**src/rtl/mem_wb_stage.sv**
```systemverilog
// mem_wb_stage: the MEM pipeline stage and the MEM/WB register behind it.
// A load or store runs a single req/ack handshake with the data memory. The
// stage stalls the pipeline until the ack arrives or the wait limit expires.
// Every other instruction passes through to MEM/WB with one cycle of latency.
module mem_wb_stage #(
    parameter int TIMEOUT = 16
) (
    input  logic        clk,
    input  logic        rst_n,
    // EX/MEM register
    input  logic [31:2] Branch_dst,
    input  logic        Zero,
    input  logic [31:0] ALU_result,
    input  logic [31:0] ReadData2,
    input  logic [4:0]  Write_Destination,
    input  logic [1:0]  WB,
    input  logic        Branch,
    input  logic        MemRead,
    input  logic        MemWrite,
    // data memory
    output logic        dmem_req,
    output logic        dmem_we,
    output logic [31:2] dmem_addr,
    output logic [31:0] dmem_wdata,
    input  logic [31:0] dmem_rdata,
    input  logic        dmem_ack,
    // fetch / hazard
    output logic        PCSrc,
    output logic [31:2] Branch_target,
    output logic        stall,
    output logic        mem_err,
    // MEM/WB register
    output logic        RegWrite,
    output logic        MemtoReg,
    output logic [31:0] ReadData,
    output logic [31:0] ALU_result_wb,
    output logic [4:0]  Write_Destination_wb
);

    typedef enum logic {
        IDLE   = 1'b0,
        ACCESS = 1'b1
    } state_t;

    // Instruction parked while its memory access is outstanding.
    typedef struct packed {
        logic        reg_write;
        logic        mem_to_reg;
        logic        load;
        logic [31:0] alu;
        logic [4:0]  dest;
    } pend_t;

    // MEM/WB register contents.
    typedef struct packed {
        logic        reg_write;
        logic        mem_to_reg;
        logic [31:0] read_data;
        logic [31:0] alu;
        logic [4:0]  dest;
    } memwb_t;

    localparam logic [7:0] WAIT_LAST = 8'(TIMEOUT - 1);

    state_t      state, state_nx;
    logic [7:0]  wait_cnt, cnt_nx;
    logic        req_nx, we_nx, err_nx;
    logic [31:2] addr_nx;
    logic [31:0] wdata_nx;
    pend_t       pend, pend_nx;
    memwb_t      wb_q, wb_nx;

    logic mem_op, misaligned, valid_op, both_op, timeout_hit;

    assign mem_op      = MemRead | MemWrite;
    assign misaligned  = mem_op & (ALU_result[1:0] != 2'b00);
    assign valid_op    = mem_op & ~misaligned;
    // A store wins when both strobes are set, so nothing is loaded to the register file.
    assign both_op     = MemRead & MemWrite;
    assign timeout_hit = (state == ACCESS) & (wait_cnt == WAIT_LAST) & ~dmem_ack;

    assign stall = ((state == IDLE) & valid_op)
                 | ((state == ACCESS) & ~dmem_ack & ~timeout_hit);

    assign PCSrc         = Branch & Zero & ~stall;
    assign Branch_target = Branch_dst;

    assign RegWrite             = wb_q.reg_write;
    assign MemtoReg             = wb_q.mem_to_reg;
    assign ReadData             = wb_q.read_data;
    assign ALU_result_wb        = wb_q.alu;
    assign Write_Destination_wb = wb_q.dest;

    // Next-state and next-register values. A stalled or aborted cycle writes a
    // bubble: only the two control bits are cleared, and the data fields are kept.
    always_comb begin
        state_nx = state;
        req_nx   = dmem_req;
        we_nx    = dmem_we;
        addr_nx  = dmem_addr;
        wdata_nx = dmem_wdata;
        cnt_nx   = wait_cnt;
        err_nx   = mem_err;
        pend_nx  = pend;
        wb_nx    = wb_q;
        unique case (state)
            IDLE: begin
                // An ack seen while IDLE does not belong to any request, so it is ignored.
                if (valid_op) begin
                    state_nx           = ACCESS;
                    req_nx             = 1'b1;
                    we_nx              = MemWrite;
                    addr_nx            = ALU_result[31:2];
                    wdata_nx           = ReadData2;
                    cnt_nx             = 8'd0;
                    pend_nx.reg_write  = WB[0];
                    pend_nx.mem_to_reg = WB[1] & ~both_op;
                    pend_nx.load       = MemRead & ~MemWrite;
                    pend_nx.alu        = ALU_result;
                    pend_nx.dest       = Write_Destination;
                    wb_nx.reg_write    = 1'b0;
                    wb_nx.mem_to_reg   = 1'b0;
                end else if (misaligned) begin
                    err_nx           = 1'b1;
                    wb_nx.reg_write  = 1'b0;
                    wb_nx.mem_to_reg = 1'b0;
                end else begin
                    wb_nx.reg_write  = WB[0];
                    wb_nx.mem_to_reg = WB[1];
                    wb_nx.alu        = ALU_result;
                    wb_nx.dest       = Write_Destination;
                end
            end
            ACCESS: begin
                if (dmem_ack) begin
                    state_nx         = IDLE;
                    req_nx           = 1'b0;
                    wb_nx.reg_write  = pend.reg_write;
                    wb_nx.mem_to_reg = pend.mem_to_reg;
                    wb_nx.alu        = pend.alu;
                    wb_nx.dest       = pend.dest;
                    if (pend.load)
                        wb_nx.read_data = dmem_rdata;
                end else if (timeout_hit) begin
                    state_nx         = IDLE;
                    req_nx           = 1'b0;
                    err_nx           = 1'b1;
                    wb_nx.reg_write  = 1'b0;
                    wb_nx.mem_to_reg = 1'b0;
                end else begin
                    cnt_nx           = wait_cnt + 8'd1;
                    wb_nx.reg_write  = 1'b0;
                    wb_nx.mem_to_reg = 1'b0;
                end
            end
            default: state_nx = IDLE;
        endcase
    end

    // FSM state register; an asynchronous reset drops any access in flight.
    always_ff @(posedge clk or negedge rst_n) begin
        if (!rst_n)
            state <= IDLE;
        else
            state <= state_nx;
    end

    // Memory request, wait counter, error flag, parked instruction and MEM/WB register.
    always_ff @(posedge clk or negedge rst_n) begin
        if (!rst_n) begin
            dmem_req   <= 1'b0;
            dmem_we    <= 1'b0;
            dmem_addr  <= '0;
            dmem_wdata <= '0;
            wait_cnt   <= 8'd0;
            mem_err    <= 1'b0;
            pend       <= '0;
            wb_q       <= '0;
        end else begin
            dmem_req   <= req_nx;
            dmem_we    <= we_nx;
            dmem_addr  <= addr_nx;
            dmem_wdata <= wdata_nx;
            wait_cnt   <= cnt_nx;
            mem_err    <= err_nx;
            pend       <= pend_nx;
            wb_q       <= wb_nx;
        end
    end

endmodule

```
**config.mk**
```make
export PLATFORM = sky130hd
export DESIGN_NAME = mem_wb_stage
export DESIGN_NICKNAME = d
export VERILOG_FILES = /design/src/rtl/mem_wb_stage.sv
export SDC_FILE = /design/constraint.sdc
export NUM_CORES = 1
export LEC_CHECK = 0
export BUFFER_PORTS_ARGS = -buffer_cell sky130_fd_sc_hd__buf_2
export CORE_MARGIN = 5
export CORE_UTILIZATION = 40
export CTS_CLUSTER_DIAMETER = 120
export DETAILED_ROUTE_END_ITERATION = 8
export PLACE_DENSITY = 0.66
export SLEW_MARGIN = 0
export SYNTH_ARGS = -nofsm -noshare
export SYNTH_HDL_FRONTEND = slang
export SYNTH_SLANG_ARGS = --single-unit
export TNS_END_PERCENT = 10
```
**constraint.sdc**
```tcl
create_clock -name clk -period 3.85 [get_ports clk]
set_clock_uncertainty 0.05 [all_clocks]
set_input_delay 0.77 -clock clk [delete_from_list [all_inputs] [get_ports clk]]
set_output_delay 0.77 -clock clk [all_outputs]
set_load 0.1 [all_outputs]
```
# Word-level counts from Yosys, hierarchy flattened

Index checks and enable logic that the tools add are counted.

Word-level logic and storage cells: 81
Register bits after elaboration: 185
Output and inout port bits: 168
Bits of input ports: 140

Equality and inequality tests: 10
Add/sub/neg operators: 1
Muxes and demuxes: 25
Bitwise gates (word level): 21
Reduce and logical (&&, ||, !) cells: 7

Operator list:

| operator                                               | count |
|---|---|
| two-way mux 37 bit                                     | 3 |
| case mux 37 bit (2 select lines)                       | 1 |
| two-way mux 8 bit                                      | 3 |
| case mux 8 bit (2 select lines)                        | 1 |
| inequality test 2 bit (second input constant)          | 7 |
| bitwise AND 1 bit                                      | 12 |
| two-way mux 1 bit                                      | 10 |
| AND reduction 3 bit                                    | 3 |
| adder 8 x 1 -> 8 bit (second input constant)           | 1 |
| equality test 8 x 4 -> 1 bit (second input constant)   | 1 |
| NOT 1 bit                                              | 7 |
| two-way mux 2 bit                                      | 3 |
| case mux 1 bit (2 select lines)                        | 3 |
| case mux 2 bit (2 select lines)                        | 1 |
| AND reduction 2 bit                                    | 2 |
| AND reduction 4 bit                                    | 1 |
| inequality test 3 x 2 -> 1 bit (second input constant) | 1 |
| inequality test 2 x 1 -> 1 bit (second input constant) | 1 |
| bitwise OR 1 bit                                       | 2 |
| nonzero test 2 bit                                     | 1 |

# Logic depth before layout (Yosys ltp)

Word-level depth: 8
Gate-level depth with buffers: 6
Depth with buffers taken out: 4

# Least setup slack after synthesis

Ideal clock, no wire load.

Path kind: input -> output
Start point: input port MemWrite
End point: output port PCSrc
Data required time: 3030 ps
Stages: 5
Data arrival time: 3419 ps
Path slack: -389 ps
Buffers on the path: 2
Cells stage by stage: o21bai_4 > nor2_8 > buf_6 > buf_6 > nor3_1

Cells in the longest elaborated chain, start to end: 8

Ends and longest elaborated chain:

| what                | RTL line | RTL |
|---|---|---|
| from (decl)         | 19       | `input logic MemWrite,` |
| bitwise OR 1 bit *  | 75       | `assign mem_op = MemRead \| MemWrite;` |
| bitwise AND 1 bit   | 76       | `assign misaligned = mem_op & (ALU_result[1:0] != 2'b00);` |
| NOT 1 bit           | 77       | `assign valid_op = mem_op & ~misaligned;` |
| bitwise AND 1 bit * | 77       |  |
| bitwise AND 1 bit * | 82       | `assign stall = ((state == IDLE) & valid_op)` |
| bitwise OR 1 bit *  | 83       | `\| ((state == ACCESS) & ~dmem_ack & ~timeout_hit);` |
| NOT 1 bit *         | 85       | `assign PCSrc = Branch & Zero & ~stall;` |
| bitwise AND 1 bit * | 85       |  |
| to (decl)           | 28       | `output logic PCSrc,` |

Every way passes the cells marked *; elsewhere a longest branch is shown, timed or not.

# Worst setup path in the final report

Start point: register wait_cnt[0]
End point: output port PCSrc

Cells in the longest elaborated chain, start to end: 8

Ends and longest elaborated chain:

| what                           | RTL line | RTL |
|---|---|---|
| from (decl)                    | 66       | `logic [7:0] wait_cnt, cnt_nx;` |
| from (signal assigned)         | 184      | `wait_cnt <= cnt_nx;` |
| equality test 8 x 4 -> 1 bit   | 80       | `assign timeout_hit = (state == ACCESS) & (wait_cnt == WAIT_LAST) & ~dmem_ack;` |
| bitwise AND 1 bit (2 in a row) | 80       |  |
| NOT 1 bit                      | 83       |  |
| bitwise AND 1 bit              | 83       |  |
| bitwise OR 1 bit               | 83       |  |
| NOT 1 bit                      | 85       |  |
| bitwise AND 1 bit              | 85       |  |

No other way between the ends.

==> flow_summary.ini <==
[clock_network]
htree_levels = 4
numCtsBuffers = 17
cts_setup_buffers = 0
cts-root-buf = clkbuf_16
clock_sinks = 155
clockBufferDepth = 2
tritoncts = built
ctsHoldBuffers = 0
cts_resized = 0
cts.clk_slew.worst_paths_ns = 0.06
insertion_delay_ns = 0.41

[routing]
post_drt_wl_per_cell_um = 17.46
dr.pass1.iters = 4
drtAntennaViolNets = 0
vias = 4342
drt-initial-drc-count = 113
route.detailed.drc = 0
totalWireLength_um = 15750
vias_per_cell = 4.814

[floorplan]
die_area_mm2 = 0.02023
rows = 48
core_area_mm2 = 0.01724
start_util_pct = 40.58
die_x_um = 142.2
die_h_um = 142.2
boundaryPins = 308

[global_routing]
antenna_found_initial = 0
grtUsageTotal_pct = 15.86
grt_max_degree = 78
gr-total-overflow = 0
grt_pass1_wl_um = 25440
grt_pass1_vias = 4877

[setup_path]
r2r_start = state
crit_fanout = 5
ff2ff_setup_slack_ns = 1.26
rr_worst_depth = 4
critPathKind = reg -> out
critPathRequiredTime_ns = 3.03
worstSetupStartpointType = flop
end_kind = output pin
cp.arrival_ns = 2.23
reg2reg_to = dmem_wdata[5]

[flow_run]
cap_violations = 0

[finish]
layout_commonest_cell = buf_2
num-nets-final = 805
antenna_cells = 0
drive_above_1_share_pct = 69.13
fin_util_pct = 49.39
final_cell_mix = buf_2 (246), mux2_2 (163), dfrtp_1 (154)
areaGrowthSynthToFinish_pct = 21.72

[logic_synthesis]
synth_cells = 476
syn_avg_cell_area_um2 = 14.69
synth_area_mm2 = 0.006994
syn_nets = 617
yosys.cell_types.count = 40
yosys_register_bits = 155
synth-seq-area-share_pct = 55.46
ys_warn_count = 0

[worst_hold_path]
min_path_type = in -> async

[sta]
finalHoldViolCount = 0
period_share_pct = 79.16
worst_pin_slew_ns = 1.102
slew_violations = 0
rsz0062_at_grt = false
period_minus_slack_ns = 3.048
max_freq_mhz = 328.1
slew_headroom_pct = 26.55
setup_violations = 0

[placed_design]
dpl.hpwl_um = 11370
portBuffers = 247
place_congestion = 0.7956

[outcome]
status = completed
==> kinds of logic after synthesis <==
logic type	after synthesis	synth area share [%]
AO/OA/AOI/OAI	27	2.791
adder cells (fa/ha/maj)	1	0.1789
multiplexers	180	29.55
flip-flops	155	55.46
AND/OR/NAND/NOR	30	2.719
buffers and inverters	83	9.302
==> synth_stat cells (all sizes together) <==
master / instances / share of area [%]
a21oi: 5 / 0.52
or2: 1 / 0.090
a2bb2oi: 1 / 0.13
and2b: 1 / 0.11
nand3: 5 / 0.43
a21boi: 1 / 0.11
a221o: 1 / 0.14
o21ai: 13 / 0.98
mux2: 176 / 29
o211ai: 1 / 0.11
nand4b: 2 / 0.25
nand3b: 1 / 0.11
o31ai: 1 / 0.11
nor2: 4 / 0.45
nand2: 6 / 0.32
or3: 3 / 0.27
ha: 1 / 0.18
nor3: 3 / 0.29
and3: 1 / 0.090
nor2b: 2 / 0.18
or4b: 1 / 0.14
a311oi: 1 / 0.21
o21a: 1 / 0.11
mux2i: 4 / 0.57
clkbuf: 2 / 0.13
o21bai: 2 / 0.38
dfrtp: 155 / 55
buf: 81 / 9.2
==> registers in the layout, summed over array words and instances, names as in the netlist <==
signal and cells:
dmem_wdata 32, RegWrite 1, dmem_req 1, pend 10, ALU_result_wb 32, dmem_we 1, Write_Destination_wb 5, ReadData 32
wait_cnt 8, dmem_addr 30, MemtoReg 1, mem_err 1, state 1
==> final cells by class <==
class | count | area [µm²]
clock buffers | 18 | 439.2
clock inverters | 14 | 137.6
fillers | 1527 | 8723
multi-input cells | 238 | 2470
flip-flops and latches | 155 | 3880
well taps | 225 | 281.5
repair buffers | 252 | 1305
==> metal layers <==
layer / track usage (%) / wire length (µm)
met5: 0 / 0
met4: 5.707 / 227
met3: 5.981 / 1500
met2: 27.38 / 7848
met1: 17.99 / 6170
==> stage by stage <==
step                      setup WS, ns  hold slack, ns  area (µm²)  cells  setup TNS, ns
after detailed placement        0.9150          0.4204        7936    870              0
after floorplan                -0.2291          0.3838        6999    476        -0.2291
after global routing            0.6600          0.3223        8513    902              0
after CTS                       0.7730          0.3075        8513    902              0
after global placement          0.9605          0.4149        7936    870              0
final                           0.8025          0.2993        8513    902              0
==> worst max path at each step <==
stage	startpoint	to	slack, ns	cells after the start
after floorplan	ALU_result[1]	stall	-0.23	3
after global placement	ALU_result[1]	dmem_wdata[6]	0.96	5
after detailed placement	ALU_result[1]	dmem_wdata[5]	0.91	5
after CTS	wait_cnt[0]	PCSrc	0.77	5
after global routing	wait_cnt[0]	PCSrc	0.66	5
final	wait_cnt[0]	PCSrc	0.80	5
==> critical path, stage by stage (launching register included) <==
cell      delay (ns)
dfrtp_1         0.40
ha_1            0.28
nand4b_1        0.25
o21a_1          0.28
nor3_2          0.15
buf_2           0.45
Power is left out: the tool's default activity adds up to more than one toggle a clock period on the data nets, which glitch-free logic cannot reach.
